===== src/rtl/pipe_inst_decode.sv =====
// Instruction decode pipeline stage.
// Decodes one instruction per transfer into ALU opcode, operands, immediate and
// memory/write-back controls, held in a single output register with valid/ready
// handshaking, load-use stall detection and flush support.
module pipe_inst_decode #(
  parameter int INST_DW  = 32,
  parameter int PC_DW    = 32,
  parameter int REG_DW   = 32,
  parameter int REG_AW   = 5,
  parameter int ALUOP_DW = 5
) (
  input  logic                clk,
  input  logic                rst,
  input  logic                if_valid_i,
  input  logic [INST_DW-1:0]  inst_i,
  input  logic [PC_DW-1:0]    pc_i,
  output logic                id_ready_o,
  output logic                rs1_en_o,
  output logic                rs2_en_o,
  output logic [REG_AW-1:0]   rs1_addr_o,
  output logic [REG_AW-1:0]   rs2_addr_o,
  input  logic [REG_DW-1:0]   rs1_dout_i,
  input  logic [REG_DW-1:0]   rs2_dout_i,
  input  logic                flush_i,
  output logic                id_valid_o,
  input  logic                ex_ready_i,
  output logic [ALUOP_DW-1:0] alu_opcode_o,
  output logic [REG_DW-1:0]   operand_1_o,
  output logic [REG_DW-1:0]   operand_2_o,
  output logic [REG_DW-1:0]   imm_o,
  output logic [PC_DW-1:0]    pc_o,
  output logic                mem_ren_o,
  output logic                mem_wen_o,
  output logic                id_wb_en_o,
  output logic                id_wb_sel_o,
  output logic [REG_DW-1:0]   mem_din_o,
  output logic [REG_AW-1:0]   id_wb_addr_o,
  output logic                illegal_o
);

  localparam logic [ALUOP_DW-1:0] ALU_NOP   = ALUOP_DW'(0);
  localparam logic [ALUOP_DW-1:0] ALU_ADD   = ALUOP_DW'(1);
  localparam logic [ALUOP_DW-1:0] ALU_MUL   = ALUOP_DW'(2);
  localparam logic [ALUOP_DW-1:0] ALU_BNE   = ALUOP_DW'(3);
  localparam logic [ALUOP_DW-1:0] ALU_JAL   = ALUOP_DW'(4);
  localparam logic [ALUOP_DW-1:0] ALU_LUI   = ALUOP_DW'(5);
  localparam logic [ALUOP_DW-1:0] ALU_AUIPC = ALUOP_DW'(6);
  localparam logic [ALUOP_DW-1:0] ALU_AND   = ALUOP_DW'(7);
  localparam logic [ALUOP_DW-1:0] ALU_SLL   = ALUOP_DW'(8);
  localparam logic [ALUOP_DW-1:0] ALU_SLT   = ALUOP_DW'(9);
  localparam logic [ALUOP_DW-1:0] ALU_BLT   = ALUOP_DW'(10);
  localparam logic [ALUOP_DW-1:0] ALU_ADDI  = ALUOP_DW'(11);
  localparam logic [ALUOP_DW-1:0] ALU_SLTI  = ALUOP_DW'(12);
  localparam logic [ALUOP_DW-1:0] ALU_SW    = ALUOP_DW'(13);
  localparam logic [ALUOP_DW-1:0] ALU_LW    = ALUOP_DW'(14);
  localparam logic [ALUOP_DW-1:0] ALU_SUB   = ALUOP_DW'(15);

  logic [6:0]        opcodeField;
  logic [2:0]        funct3;
  logic [6:0]        funct7;
  logic [REG_AW-1:0] rdAddr;

  logic isRType, isIType, isLui, isAuipc, isJal, isBranch, isLoad, isStore;
  logic [ALUOP_DW-1:0] decAluOp;
  logic decIllegal, rs1Use, rs2Use, wbCapable;

  logic [REG_DW-1:0] immI, immS, immB, immU, immJ, pcExt;
  logic [REG_DW-1:0] decImm, decOp1, decOp2, decMemDin;
  logic              decWbEn;
  logic [REG_AW-1:0] decWbAddr;

  logic loadUseStall, inTransfer;

  logic                idValid_q, idValid_d;
  logic [ALUOP_DW-1:0] aluOpcode_q, aluOpcode_d;
  logic [REG_DW-1:0]   operand1_q, operand1_d;
  logic [REG_DW-1:0]   operand2_q, operand2_d;
  logic [REG_DW-1:0]   imm_q, imm_d;
  logic [PC_DW-1:0]    pc_q, pc_d;
  logic                memRen_q, memRen_d;
  logic                memWen_q, memWen_d;
  logic                wbEn_q, wbEn_d;
  logic                wbSel_q, wbSel_d;
  logic [REG_DW-1:0]   memDin_q, memDin_d;
  logic [REG_AW-1:0]   wbAddr_q, wbAddr_d;
  logic                illegal_q, illegal_d;

  assign opcodeField = inst_i[6:0];
  assign funct3      = inst_i[14:12];
  assign funct7      = inst_i[31:25];
  assign rdAddr      = REG_AW'(inst_i[11:7]);

  // Classify the instruction and pick its ALU opcode; anything unmatched stays NOP.
  always_comb begin
    isRType  = 1'b0;
    isIType  = 1'b0;
    isLui    = 1'b0;
    isAuipc  = 1'b0;
    isJal    = 1'b0;
    isBranch = 1'b0;
    isLoad   = 1'b0;
    isStore  = 1'b0;
    decAluOp = ALU_NOP;
    case (opcodeField)
      7'b0110011: begin
        if (funct3 == 3'b000 && funct7 == 7'b0000000) begin
          isRType = 1'b1; decAluOp = ALU_ADD;
        end else if (funct3 == 3'b000 && funct7 == 7'b0100000) begin
          isRType = 1'b1; decAluOp = ALU_SUB;
        end else if (funct3 == 3'b000 && funct7 == 7'b0000001) begin
          isRType = 1'b1; decAluOp = ALU_MUL;
        end else if (funct3 == 3'b111) begin
          isRType = 1'b1; decAluOp = ALU_AND;
        end else if (funct3 == 3'b001) begin
          isRType = 1'b1; decAluOp = ALU_SLL;
        end else if (funct3 == 3'b010) begin
          isRType = 1'b1; decAluOp = ALU_SLT;
        end
      end
      7'b0010011: begin
        if (funct3 == 3'b000) begin
          isIType = 1'b1; decAluOp = ALU_ADDI;
        end else if (funct3 == 3'b010) begin
          isIType = 1'b1; decAluOp = ALU_SLTI;
        end
      end
      7'b0110111: begin isLui = 1'b1; decAluOp = ALU_LUI; end
      7'b0010111: begin isAuipc = 1'b1; decAluOp = ALU_AUIPC; end
      7'b1101111: begin isJal = 1'b1; decAluOp = ALU_JAL; end
      7'b1100011: begin
        if (funct3 == 3'b001) begin
          isBranch = 1'b1; decAluOp = ALU_BNE;
        end else if (funct3 == 3'b100) begin
          isBranch = 1'b1; decAluOp = ALU_BLT;
        end
      end
      7'b0000011: begin
        if (funct3 == 3'b010) begin
          isLoad = 1'b1; decAluOp = ALU_LW;
        end
      end
      7'b0100011: begin
        if (funct3 == 3'b010) begin
          isStore = 1'b1; decAluOp = ALU_SW;
        end
      end
      default: ;
    endcase
  end

  assign decIllegal = !(isRType || isIType || isLui || isAuipc || isJal ||
                        isBranch || isLoad || isStore);
  assign rs1Use     = isRType || isIType || isBranch || isLoad || isStore;
  assign rs2Use     = isRType || isBranch || isStore;
  assign wbCapable  = isRType || isIType || isLui || isAuipc || isJal || isLoad;

  assign rs1_addr_o = REG_AW'(inst_i[19:15]);
  assign rs2_addr_o = REG_AW'(inst_i[24:20]);
  assign rs1_en_o   = if_valid_i && rs1Use;
  assign rs2_en_o   = if_valid_i && rs2Use;

  assign immI  = REG_DW'($signed(inst_i[31:20]));
  assign immS  = REG_DW'($signed({inst_i[31:25], inst_i[11:7]}));
  assign immB  = REG_DW'($signed({inst_i[31], inst_i[7], inst_i[30:25], inst_i[11:8], 1'b0}));
  assign immU  = REG_DW'($signed({inst_i[31:12], 12'b0}));
  assign immJ  = REG_DW'($signed({inst_i[31], inst_i[19:12], inst_i[20], inst_i[30:21], 1'b0}));
  assign pcExt = REG_DW'(pc_i);

  // Select immediate, operands, store data and write-back target for the decoded class.
  always_comb begin
    decImm    = '0;
    decOp1    = '0;
    decOp2    = '0;
    decMemDin = '0;
    if (isRType) begin
      decOp1 = rs1_dout_i;
      decOp2 = rs2_dout_i;
    end else if (isBranch) begin
      decImm = immB;
      decOp1 = rs1_dout_i;
      decOp2 = rs2_dout_i;
    end else if (isIType || isLoad) begin
      decImm = immI;
      decOp1 = rs1_dout_i;
      decOp2 = immI;
    end else if (isStore) begin
      decImm    = immS;
      decOp1    = rs1_dout_i;
      decOp2    = immS;
      decMemDin = rs2_dout_i;
    end else if (isLui) begin
      decImm = immU;
      decOp2 = immU;
    end else if (isAuipc) begin
      decImm = immU;
      decOp1 = pcExt;
      decOp2 = immU;
    end else if (isJal) begin
      decImm = immJ;
      decOp1 = pcExt;
      decOp2 = REG_DW'(4);
    end
  end

  assign decWbEn   = wbCapable && (rdAddr != '0);
  assign decWbAddr = wbCapable ? rdAddr : '0;

  // A load still in the output register blocks any consumer of its destination.
  assign loadUseStall = idValid_q && memRen_q && (wbAddr_q != '0) &&
                        ((rs1_en_o && (rs1_addr_o == wbAddr_q)) ||
                         (rs2_en_o && (rs2_addr_o == wbAddr_q)));

  assign id_ready_o = !rst && (flush_i || ((!idValid_q || ex_ready_i) && !loadUseStall));
  assign inTransfer = if_valid_i && id_ready_o;

  // Output register next state: flush drops everything, a transfer loads, a drain empties.
  always_comb begin
    idValid_d   = idValid_q;
    aluOpcode_d = aluOpcode_q;
    operand1_d  = operand1_q;
    operand2_d  = operand2_q;
    imm_d       = imm_q;
    pc_d        = pc_q;
    memRen_d    = memRen_q;
    memWen_d    = memWen_q;
    wbEn_d      = wbEn_q;
    wbSel_d     = wbSel_q;
    memDin_d    = memDin_q;
    wbAddr_d    = wbAddr_q;
    illegal_d   = illegal_q;
    if (flush_i || (!inTransfer && idValid_q && ex_ready_i)) begin
      idValid_d = 1'b0;
      memRen_d  = 1'b0;
      memWen_d  = 1'b0;
      wbEn_d    = 1'b0;
      illegal_d = 1'b0;
    end else if (inTransfer) begin
      idValid_d   = 1'b1;
      aluOpcode_d = decAluOp;
      operand1_d  = decOp1;
      operand2_d  = decOp2;
      imm_d       = decImm;
      pc_d        = pc_i;
      memRen_d    = isLoad;
      memWen_d    = isStore;
      wbEn_d      = decWbEn;
      wbSel_d     = isLoad;
      memDin_d    = decMemDin;
      wbAddr_d    = decWbAddr;
      illegal_d   = decIllegal;
    end
  end

  // Output register with synchronous reset clearing every field.
  always_ff @(posedge clk) begin
    if (rst) begin
      idValid_q   <= 1'b0;
      aluOpcode_q <= ALU_NOP;
      operand1_q  <= '0;
      operand2_q  <= '0;
      imm_q       <= '0;
      pc_q        <= '0;
      memRen_q    <= 1'b0;
      memWen_q    <= 1'b0;
      wbEn_q      <= 1'b0;
      wbSel_q     <= 1'b0;
      memDin_q    <= '0;
      wbAddr_q    <= '0;
      illegal_q   <= 1'b0;
    end else begin
      idValid_q   <= idValid_d;
      aluOpcode_q <= aluOpcode_d;
      operand1_q  <= operand1_d;
      operand2_q  <= operand2_d;
      imm_q       <= imm_d;
      pc_q        <= pc_d;
      memRen_q    <= memRen_d;
      memWen_q    <= memWen_d;
      wbEn_q      <= wbEn_d;
      wbSel_q     <= wbSel_d;
      memDin_q    <= memDin_d;
      wbAddr_q    <= wbAddr_d;
      illegal_q   <= illegal_d;
    end
  end

  assign id_valid_o   = idValid_q;
  assign alu_opcode_o = aluOpcode_q;
  assign operand_1_o  = operand1_q;
  assign operand_2_o  = operand2_q;
  assign imm_o        = imm_q;
  assign pc_o         = pc_q;
  assign mem_ren_o    = memRen_q;
  assign mem_wen_o    = memWen_q;
  assign id_wb_en_o   = wbEn_q;
  assign id_wb_sel_o  = wbSel_q;
  assign mem_din_o    = memDin_q;
  assign id_wb_addr_o = wbAddr_q;
  assign illegal_o    = illegal_q;

endmodule


===== config.mk =====
export PLATFORM = sky130hd
export DESIGN_NAME = pipe_inst_decode
export DESIGN_NICKNAME = d
export VERILOG_FILES = /design/src/rtl/pipe_inst_decode.sv
export SDC_FILE = /design/constraint.sdc
export NUM_CORES = 1
export LEC_CHECK = 0
export BUFFER_PORTS_ARGS = -buffer_cell sky130_fd_sc_hd__buf_4
export CAP_MARGIN = 25
export CORE_UTILIZATION = 44
export CTS_CLUSTER_SIZE = 20
export DETAILED_ROUTE_END_ITERATION = 10
export PLACE_DENSITY_LB_ADDON = 0.05
export REMOVE_ABC_BUFFERS = 1
export SKIP_LAST_GASP = 1
export SLEW_MARGIN = 20
export SYNTH_ARGS = -nofsm -noshare
export SYNTH_HDL_FRONTEND = slang
export SYNTH_SLANG_ARGS = --single-unit

===== constraint.sdc =====
create_clock -name clk -period 2.2 [get_ports clk]
set_clock_uncertainty 0.05 [all_clocks]
set_input_delay 0 -clock clk [delete_from_list [all_inputs] [get_ports clk]]
set_output_delay 0 -clock clk [all_outputs]
set_load 0.05 [all_outputs]

After elaboration in Yosys (flattened, before gate mapping)
Index checks and enable logic that the tools add are counted.

Flip-flop bits (word level): 176. Word-level logic and storage cells: 131.

Eq/ne operators: 16. Multiplexer cells: 56. Bitwise operators: 1. Reductions and logical operators: 45.

Operator list (number): two-way mux 32 bit (24); two-way mux 4 bit (12); case mux 4 bit (8 select lines) (1); equality test 7 x 6 -> 1 bit (second input constant) (4); logical OR 1 bit (18); two-way mux 1 bit (17); logical AND 1 bit (16); equality test 7 x 5 -> 1 bit (second input constant) (2); equality test 7 bit (second input constant) (2); equality test 5 bit (2); nonzero test 5 bit (2); equality test 7 x 1 -> 1 bit (second input constant) (1); equality test 7 x 2 -> 1 bit (second input constant) (1); logical NOT 7 bit (1); equality test 3 bit (second input constant) (2); logical NOT 1 bit (5); two-way mux 5 bit (1); equality test 3 x 1 -> 1 bit (second input constant) (1); equality test 3 x 2 -> 1 bit (second input constant) (1); logical NOT 3 bit (1); two-way mux 3 bit (1); AND reduction 2 bit (1); OR reduction 2 bit (1); inverter 1 bit (1).

Depth between registers and ports, before layout
Gate-level depths: netlist (run 1).

Word-level depth: 27. Gate-level depth with buffers: 11. Gate-level depth less buffers: 7.

Worst setup path before layout (run 1)
No wires, ideal clock.

Path type: register to register. From: register wbAddr_q[0], in the netlist id_wb_addr_o[0]. To: register imm_q[15], in the netlist imm_o[15]. Arrival time: 2.491 ns. Data required time: 2.034 ns. Path slack: -0.457 ns. Cell stages (with the launch flop): 10. Buffers on the path: 2. Clock period less this slack: 2.657 ns. Cell sequence: dfxtp_1 -> or4_1 -> o2111ai_2 -> nor4_1 -> a21bo_1 -> a211oi_1 -> buf_2 -> nand2_2 -> buf_2 -> a31o_1.

Word-level cells in the longest chain between the ends: 15.

Ends and longest elaborated chain: from (decl) (line 85) `logic [REG_AW-1:0] wbAddr_q, wbAddr_d;`; from (signal assigned) (line 282) `wbAddr_q <= wbAddr_d;`; equality test 5 bit, on equally long branches (line 210, 211); logical AND 1 bit, on equally long branches (line 210, 211); logical OR 1 bit (line 210) `((rs1_en_o && (rs1_addr_o == wbAddr_q)) ||`; logical AND 1 bit * (line 209) `assign loadUseStall = idValid_q && memRen_q && (wbAddr_q != '0) &&`; logical NOT 1 bit * (line 213) `assign id_ready_o = !rst && (flush_i || ((!idValid_q || ex_ready_i) && !loadUseStall));`; logical AND 1 bit * (line 213); logical OR 1 bit * (line 213); logical AND 1 bit * (line 213); logical AND 1 bit * (line 214) `assign inTransfer = if_valid_i && id_ready_o;`; logical NOT 1 bit (line 231) `if (flush_i || (!inTransfer && idValid_q && ex_ready_i)) begin`; logical AND 1 bit (2 in a row) (line 231); logical OR 1 bit (line 231); inverter 1 bit (no line); AND reduction 2 bit (no line) *; to (signal assigned) (line 275) `imm_q <= imm_d;`; to (decl) (line 78) `logic [REG_DW-1:0] imm_q, imm_d;`.

Every way passes the cells marked *; elsewhere a longest branch is shown, timed or not. A chain may end at the register's enable or synchronous reset.

Final worst setup path (run 1)
From: register wbAddr_q[3], in the netlist id_wb_addr_o[3]. To: register operand2_q[13], in the netlist operand_2_o[13].

Word-level cells in the longest chain between the ends: 15.

Ends and longest elaborated chain: equality test 5 bit, on equally long branches (line 210, 211); logical AND 1 bit, on equally long branches (line 210, 211); logical OR 1 bit (line 210); logical AND 1 bit * (line 209); logical NOT 1 bit * (line 213); logical AND 1 bit * (line 213); logical OR 1 bit * (line 213); logical AND 1 bit * (line 213); logical AND 1 bit * (line 214); logical NOT 1 bit (line 231); logical AND 1 bit (2 in a row) (line 231); logical OR 1 bit (line 231); inverter 1 bit (no line); AND reduction 2 bit (no line) *; to (signal assigned) (line 274) `operand2_q <= operand2_d;`; to (decl) (line 77) `logic [REG_DW-1:0] operand2_q, operand2_d;`.

Marks and branches as above.

==> results.toml, run 1 <==
[worst_setup_path]
path_cells = "or4_4, o2111ai_4, nor4_4, a21bo_2, a211oi_4, buf_6, clkbuf_16, a21oi_1, a211oi_1"
cp.arrival_ns = 2.90
crit_family = "compound AO/OA/AOI/OAI gates"
timing.rr.start = "id_wb_addr_o[3]"
path_depth = 9
timing.rr.end = "operand_2_o[13]"
crit_required_ns = 2.49
slowest_stage = "or4_4"
r2r_slack_ns = -0.41
r2r_cells = 9
crit_path_end_kind = "register"
critPathBufInv = 2
slowest_delay_ns = 0.54
worst-setup-path-type = "reg2reg"
cp_max_fo = 6
critPathLaunchType = "register"

[timing]
whs_ns = -0.009727
finalCritPeriodShare_pct = 118.6
slew_violations = 0
fin_ws_ns = -0.4082
worst_pin_slew_ns = 0.7896
rsz0062_at_grt = "yes"
slew_headroom_pct = 47.36
final-setup-viol-count = 176
finalHoldViolCount = 1
period_needed_ns = 2.608
fmax_mhz = 383.4

[yosys]
synth_compound_area_share_pct = 35.06
syn_avg_cell_area_sq_um = 8.455
yosys_register_bits = 175
synth.top_cell.area_share_pct = 43.48
synthMuxAreaShare_pct = 0
synth-adder-area-share_pct = 0
ys_seq_area_share_pct = 43.48
synth.distinct_cells = 60
ys.flop_type = "dfxtp_1"
ys_warn_count = 0
synth_cells = 953
syn_area_sq_um = 8058
synth_area_leaders = "dfxtp_1, a21oi_1, o21ai_0"
synth-xor-area-share_pct = 1.413
synth-simple-area-share_pct = 12.80
postSynth.asyncResetShare_pct = 0
synth_largest_area_cell = "dfxtp_1"
synth_top_family_by_area = "compound AO/OA/AOI/OAI gates"
synth_edf_count = 0

[layout]
layout.nets = 1528
area_delta_synth_final_pct = 66.77
final_cell_mix = "buf_4, dfxtp_1, dlygate4sd3_1, a21oi_1, o21ai_0"
final_area_sq_um = 13440
drive_gt1_share_pct = 37.29
final_common_cell = "buf_4"
stdcell_count = 1637
num_antenna_cells = 0
utilization_pct = 74.81

[clock_tree]
clock_latency_ns = 0.43
htree_levels = 4
cts_tree = "built"
clk_root_buffer_cell = "clkbuf_16"
numCtsBuffers = 17
max-clock-path-buffers = 2
cts.sinks = 175
clk_pin_slew_ns = 0.07

[placed_design]
dpl_cell_area_sq_um = 11140
port_buffers = 320
dp_cells = 1473
dp_hpwl_mm = 21.00
place_congestion = 0.9156

[global_routing]
grtUsageMet2_pct = 56.68
top_usage_layer = "met2"
gr-usage-all-layers_pct = 34.73
grt_first_pass_wirelength_mm = 50.28
grt_pass1_vias = 9389
grt_util_met3_pct = 7.395
grt_max_degree = 68
antenna_found_initial = 0
use_met1_pct = 43.52
grt_overflow_total = 0

[min_path]
hp-class = "in2reg"
holdCritStartpoint = "flush_i"
hold_depth = 5
min_to = "imm_o[31]"

[pwr]
vdd.ir_drop.worst_mv = 0.6087
p_leak_nw = 5.252
power_density_nw_per_um2 = 587.6

[floorplan]
dieArea_sq_um = 18860
core.rowCount = 49
ios = 322
fp.dieH_microns = 137.3
start_util_pct = 44.86
dieWidth_microns = 137.3
coreArea_sq_um = 17960

[routing]
ant_nets = 0
dr_total_vias = 10040
drtIter0Drc = 905
wl_mm = 34.57
avgRoutedWirePerCell_microns = 21.12
drc_errors = 0
dr.pass1.iters = 7
via_per_inst = 6.132

[job]
drv_cap = 0

[outcome]
violations = "hold timing, setup timing"
status = "finished with violations"
==> tightest hold or removal path: stages <==
cell and delay [ns]:
buf_4 0.11, nor2_4 0.06, nand2_8 0.10, buf_4 0.11
o41ai_2 0.05
==> report_power, final <==
group / leakage (nW) / total, mW / switching, mW / internal, mW
sequential: 1.42 / 3.27 / 0.0368 / 3.23
clock: 0.293 / 3.13 / 1.34 / 1.78
combinational: 3.54 / 1.50 / 0.881 / 0.620
total: 5.25 / 7.90 / 2.26 / 5.63
==> repair_timing <==
item	CTS	global route
gates resized for setup	17	74
setup endpoints to repair	176	177
cloned	4	4
setup buffers	6	3
pin swaps	33	62
hold endpoints to repair	160	0
hold buffers	117	0
==> worst max-delay path by stage <==
| stage | end | startpoint |
|---|---|---|
| after floorplan | imm_o[31] | id_wb_addr_o[0] |
| after global placement | operand_2_o[10] | id_wb_addr_o[0] |
| after CTS | operand_2_o[25] | id_wb_addr_o[0] |
| after global routing | operand_2_o[13] | id_wb_addr_o[3] |
| final | operand_2_o[13] | id_wb_addr_o[3] |
| after detailed placement | operand_2_o[10] | id_wb_addr_o[0] |
==> cell usage after synthesis, drive strengths merged (7+ instances only) <==
master and number:
nor3 7, a221oi 18, a31o 18, dfxtp 175
o211ai 42, a22oi 49, nand2b 7, nor4 17
o21ai 118, nand4 33, nand2 38, nor2 19
clkbuf 81, a21oi 127, nand3 50, a211oi 38
buf 44, a2111oi 8, xnor2 8
==> layer usage <==
metal | routed length, microns | vias to the layer above
met5 | 0 | -
met4 | 1209 | 0
met3 | 3112 | 90
met2 | 16070 | 582
met1 | 14170 | 4828
li1 | - | 4538
==> layout make-up <==
type,instances,area [sq um]
Clock inverter,10,127.6
Fill cell,1362,4526
Multi-Input combinational cell,652,4334
Inverter,3,11.26
Sequential cell,175,3505
Timing Repair Buffer,546,4700
Clock buffer,22,474.2
Tap cell,229,286.5
==> flip-flops by register name, summed over array words and instances, names as in the netlist <==
signal and cells:
mem_ren_o 1, operand_2_o 32, id_valid_o 1, id_wb_addr_o 5, mem_din_o 32, imm_o 32
illegal_o 1, operand_1_o 32, id_wb_sel_o 1, alu_opcode_o 4, pc_o 32, mem_wen_o 1
id_wb_en_o 1
==> cell families (layout without fill, tap and decap cells) <==
| family | Yosys count | in the layout |
|---|---|---|
| compound gates | 443 | 445 |
| simple gates | 193 | 193 |
| flops | 175 | 175 |
| buf+inv | 128 | 581 |
| xor+xnor | 13 | 13 |
| other cells | 1 | 1 |
==> per-stage QoR <==
| step | setup TNS, ns | total power, mW | setup WS, ns |
|---|---|---|---|
| after floorplan | -1169.16 | 3.825 | -8.348 |
| after global placement | -46.96 | 4.530 | -0.3282 |
| after detailed placement | -58.74 | 4.533 | -0.4035 |
| after CTS | -48.33 | 7.833 | -0.3347 |
| after global routing | -69.11 | 8.110 | -0.4873 |
| final | -55.42 | 7.896 | -0.4082 |
No activity file was read; power rests on OpenSTA's default activity.
==> inputs of run 2 (changes only) <==
SKIP_CTS_REPAIR_TIMING = 1   (was default)
==> run 2 against run 1 <==
  * The flow still finishes with violations (hold timing, setup timing)
  * Core utilization is the same
  * Power grew 0.15%
  * Die area stayed put
  * Fmax is 1.5% higher
  * Worst hold slack worse by 0.027 ns
  * Setup slack gained 0.038 ns
  * Register-to-register slack improved by 0.04 ns
==> results.toml, run 2 (synthesis results as in run 1) <==
[placed_design]
dp_hpwl_mm = 21.00
port_buffers = 320
place_congestion = 0.9156
dp_cells = 1473

[timing]
rsz0062_at_grt = "yes"
finalHoldViolCount = 3
fin_tns_setup_ns = -47.90
fmax_mhz = 389.1
finalCritPeriodShare_pct = 116.8
slew_headroom_pct = 48.77
slew_violations = 0
whs_ns = -0.03659
period_needed_ns = 2.570
fin_ws_ns = -0.3699
worst_pin_slew_ns = 0.7684
final-setup-viol-count = 176

[worst_setup_path]
critPathBufInv = 3
crit_path_end_kind = "register"
crit_required_ns = 2.51
crit_family = "compound AO/OA/AOI/OAI gates"
slowest_stage = "or4_4"
cp_max_fo = 9
critPathLaunchType = "register"
path_cells = "or4_4, o2111ai_4, nor4_4, a21bo_2, a211oi_4, buf_6, buf_12, clkbuf_16, nand4_1, a21oi_2"
slowest_delay_ns = 0.55
worst-setup-path-type = "reg2reg"
cp.arrival_ns = 2.88

[floorplan]
core.rowCount = 49
coreArea_sq_um = 17960
dieWidth_microns = 137.3
start_util_pct = 44.86
fp.dieH_microns = 137.3
dieArea_sq_um = 18860
ios = 322

[clock_tree]
numCtsBuffers = 17
cts_tree = "built"
htree_levels = 4
clk_pin_slew_ns = 0.07
clock_latency_ns = 0.42
max-clock-path-buffers = 2
cts.sinks = 175
clk_root_buffer_cell = "clkbuf_16"

[outcome]
violations = "hold timing, setup timing"
status = "finished with violations"

[layout]
layout.nets = 1524
fillCellCount = 1337
final_common_cell = "buf_4"
final_cell_mix = "buf_4, dfxtp_1, dlygate4sd3_1, a21oi_1, o21ai_0"
utilization_pct = 74.81
num_antenna_cells = 0
stdcell_count = 1633
area_delta_synth_final_pct = 66.77
drive_gt1_share_pct = 36.97

[pwr]
vdd.ir_drop.worst_mv = 0.5865
power_density_nw_per_um2 = 588.5
p_leak_nw = 5.253

[routing]
drc_errors = 0
via_per_inst = 6.164
dr_total_vias = 10070
avgRoutedWirePerCell_microns = 21.43
dr.pass1.iters = 5
wl_mm = 35.00
ant_nets = 0
drtIter0Drc = 844

[min_path]
hp-class = "in2reg"

[global_routing]
grt_max_degree = 68
grt_overflow_total = 0
grt_pass1_vias = 8324
grt_first_pass_wirelength_mm = 45.72
gr-usage-all-layers_pct = 31.45
antenna_found_initial = 0

[job]
drv_cap = 0
run 2: power breakdown:
part / internal [mW] / total (mW) / switching (mW)
sequential: 3.23 / 3.27 / 0.0358
combinational: 0.629 / 1.52 / 0.889
clock: 1.79 / 3.13 / 1.34
total: 5.64 / 7.91 / 2.26
run 2: routing by layer:
metal  vias to the layer above  GRT usage [%]  share of wire (%)  wire [microns]
li1                       4542              -                  -               -
met4                         0          10.87                3.4            1179
met5                         -              0                  0               0
met1                      4804          41.49                 40           14040
met3                       109          6.917                9.5            3309
met2                       611          50.51                 47           16480
run 2: metrics by stage:
| step | area (sq um) | setup WS [ns] | power, mW |
|---|---|---|---|
| after global routing | 13440 | -0.4463 | 8.125 |
| after CTS | 11750 | -0.4353 | 7.613 |
| final | 13440 | -0.3699 | 7.908 |
| after floorplan | 7488 | -8.348 | 3.825 |
| after global placement | 11140 | -0.3282 | 4.530 |
| after detailed placement | 11140 | -0.4035 | 4.533 |
run 2: worst reg2reg max path: cells and delay by family, from the launching register on:
| family | cells | cell delay (ns) |
|---|---|---|
| AOI/OAI and AO/OA | 4 | 0.89 |
| buffers and inverters | 3 | 0.51 |
| DFF | 1 | 0.32 |
| and+or+nand+nor | 3 | 0.74 |
run 2: final cells by class:
| cell class | count | area [sq um] | area share [%] |
|---|---|---|---|
| flip-flops and latches | 175 | 3505 | 26.08 |
| multi-input cells | 652 | 4300 | 32.00 |
| inverters | 3 | 11.26 | 0.08380 |
| clock inverters | 10 | 127.6 | 0.9497 |
| well taps | 229 | 286.5 | 2.132 |
| repair buffers | 542 | 4733 | 35.22 |
| clock buffers | 22 | 474.2 | 3.529 |
run 2: final timing paths:
path	start	end	slack, ns	cells after the start
worst min register to register	mem_wen_o	mem_wen_o	0.41	2
worst min-delay path	inst_i[29]	operand_2_o[9]	-0.04	3
worst max register to register	id_wb_addr_o[3]	mem_din_o[7]	-0.37	10
worst max-delay path	id_wb_addr_o[3]	mem_din_o[7]	-0.37	10
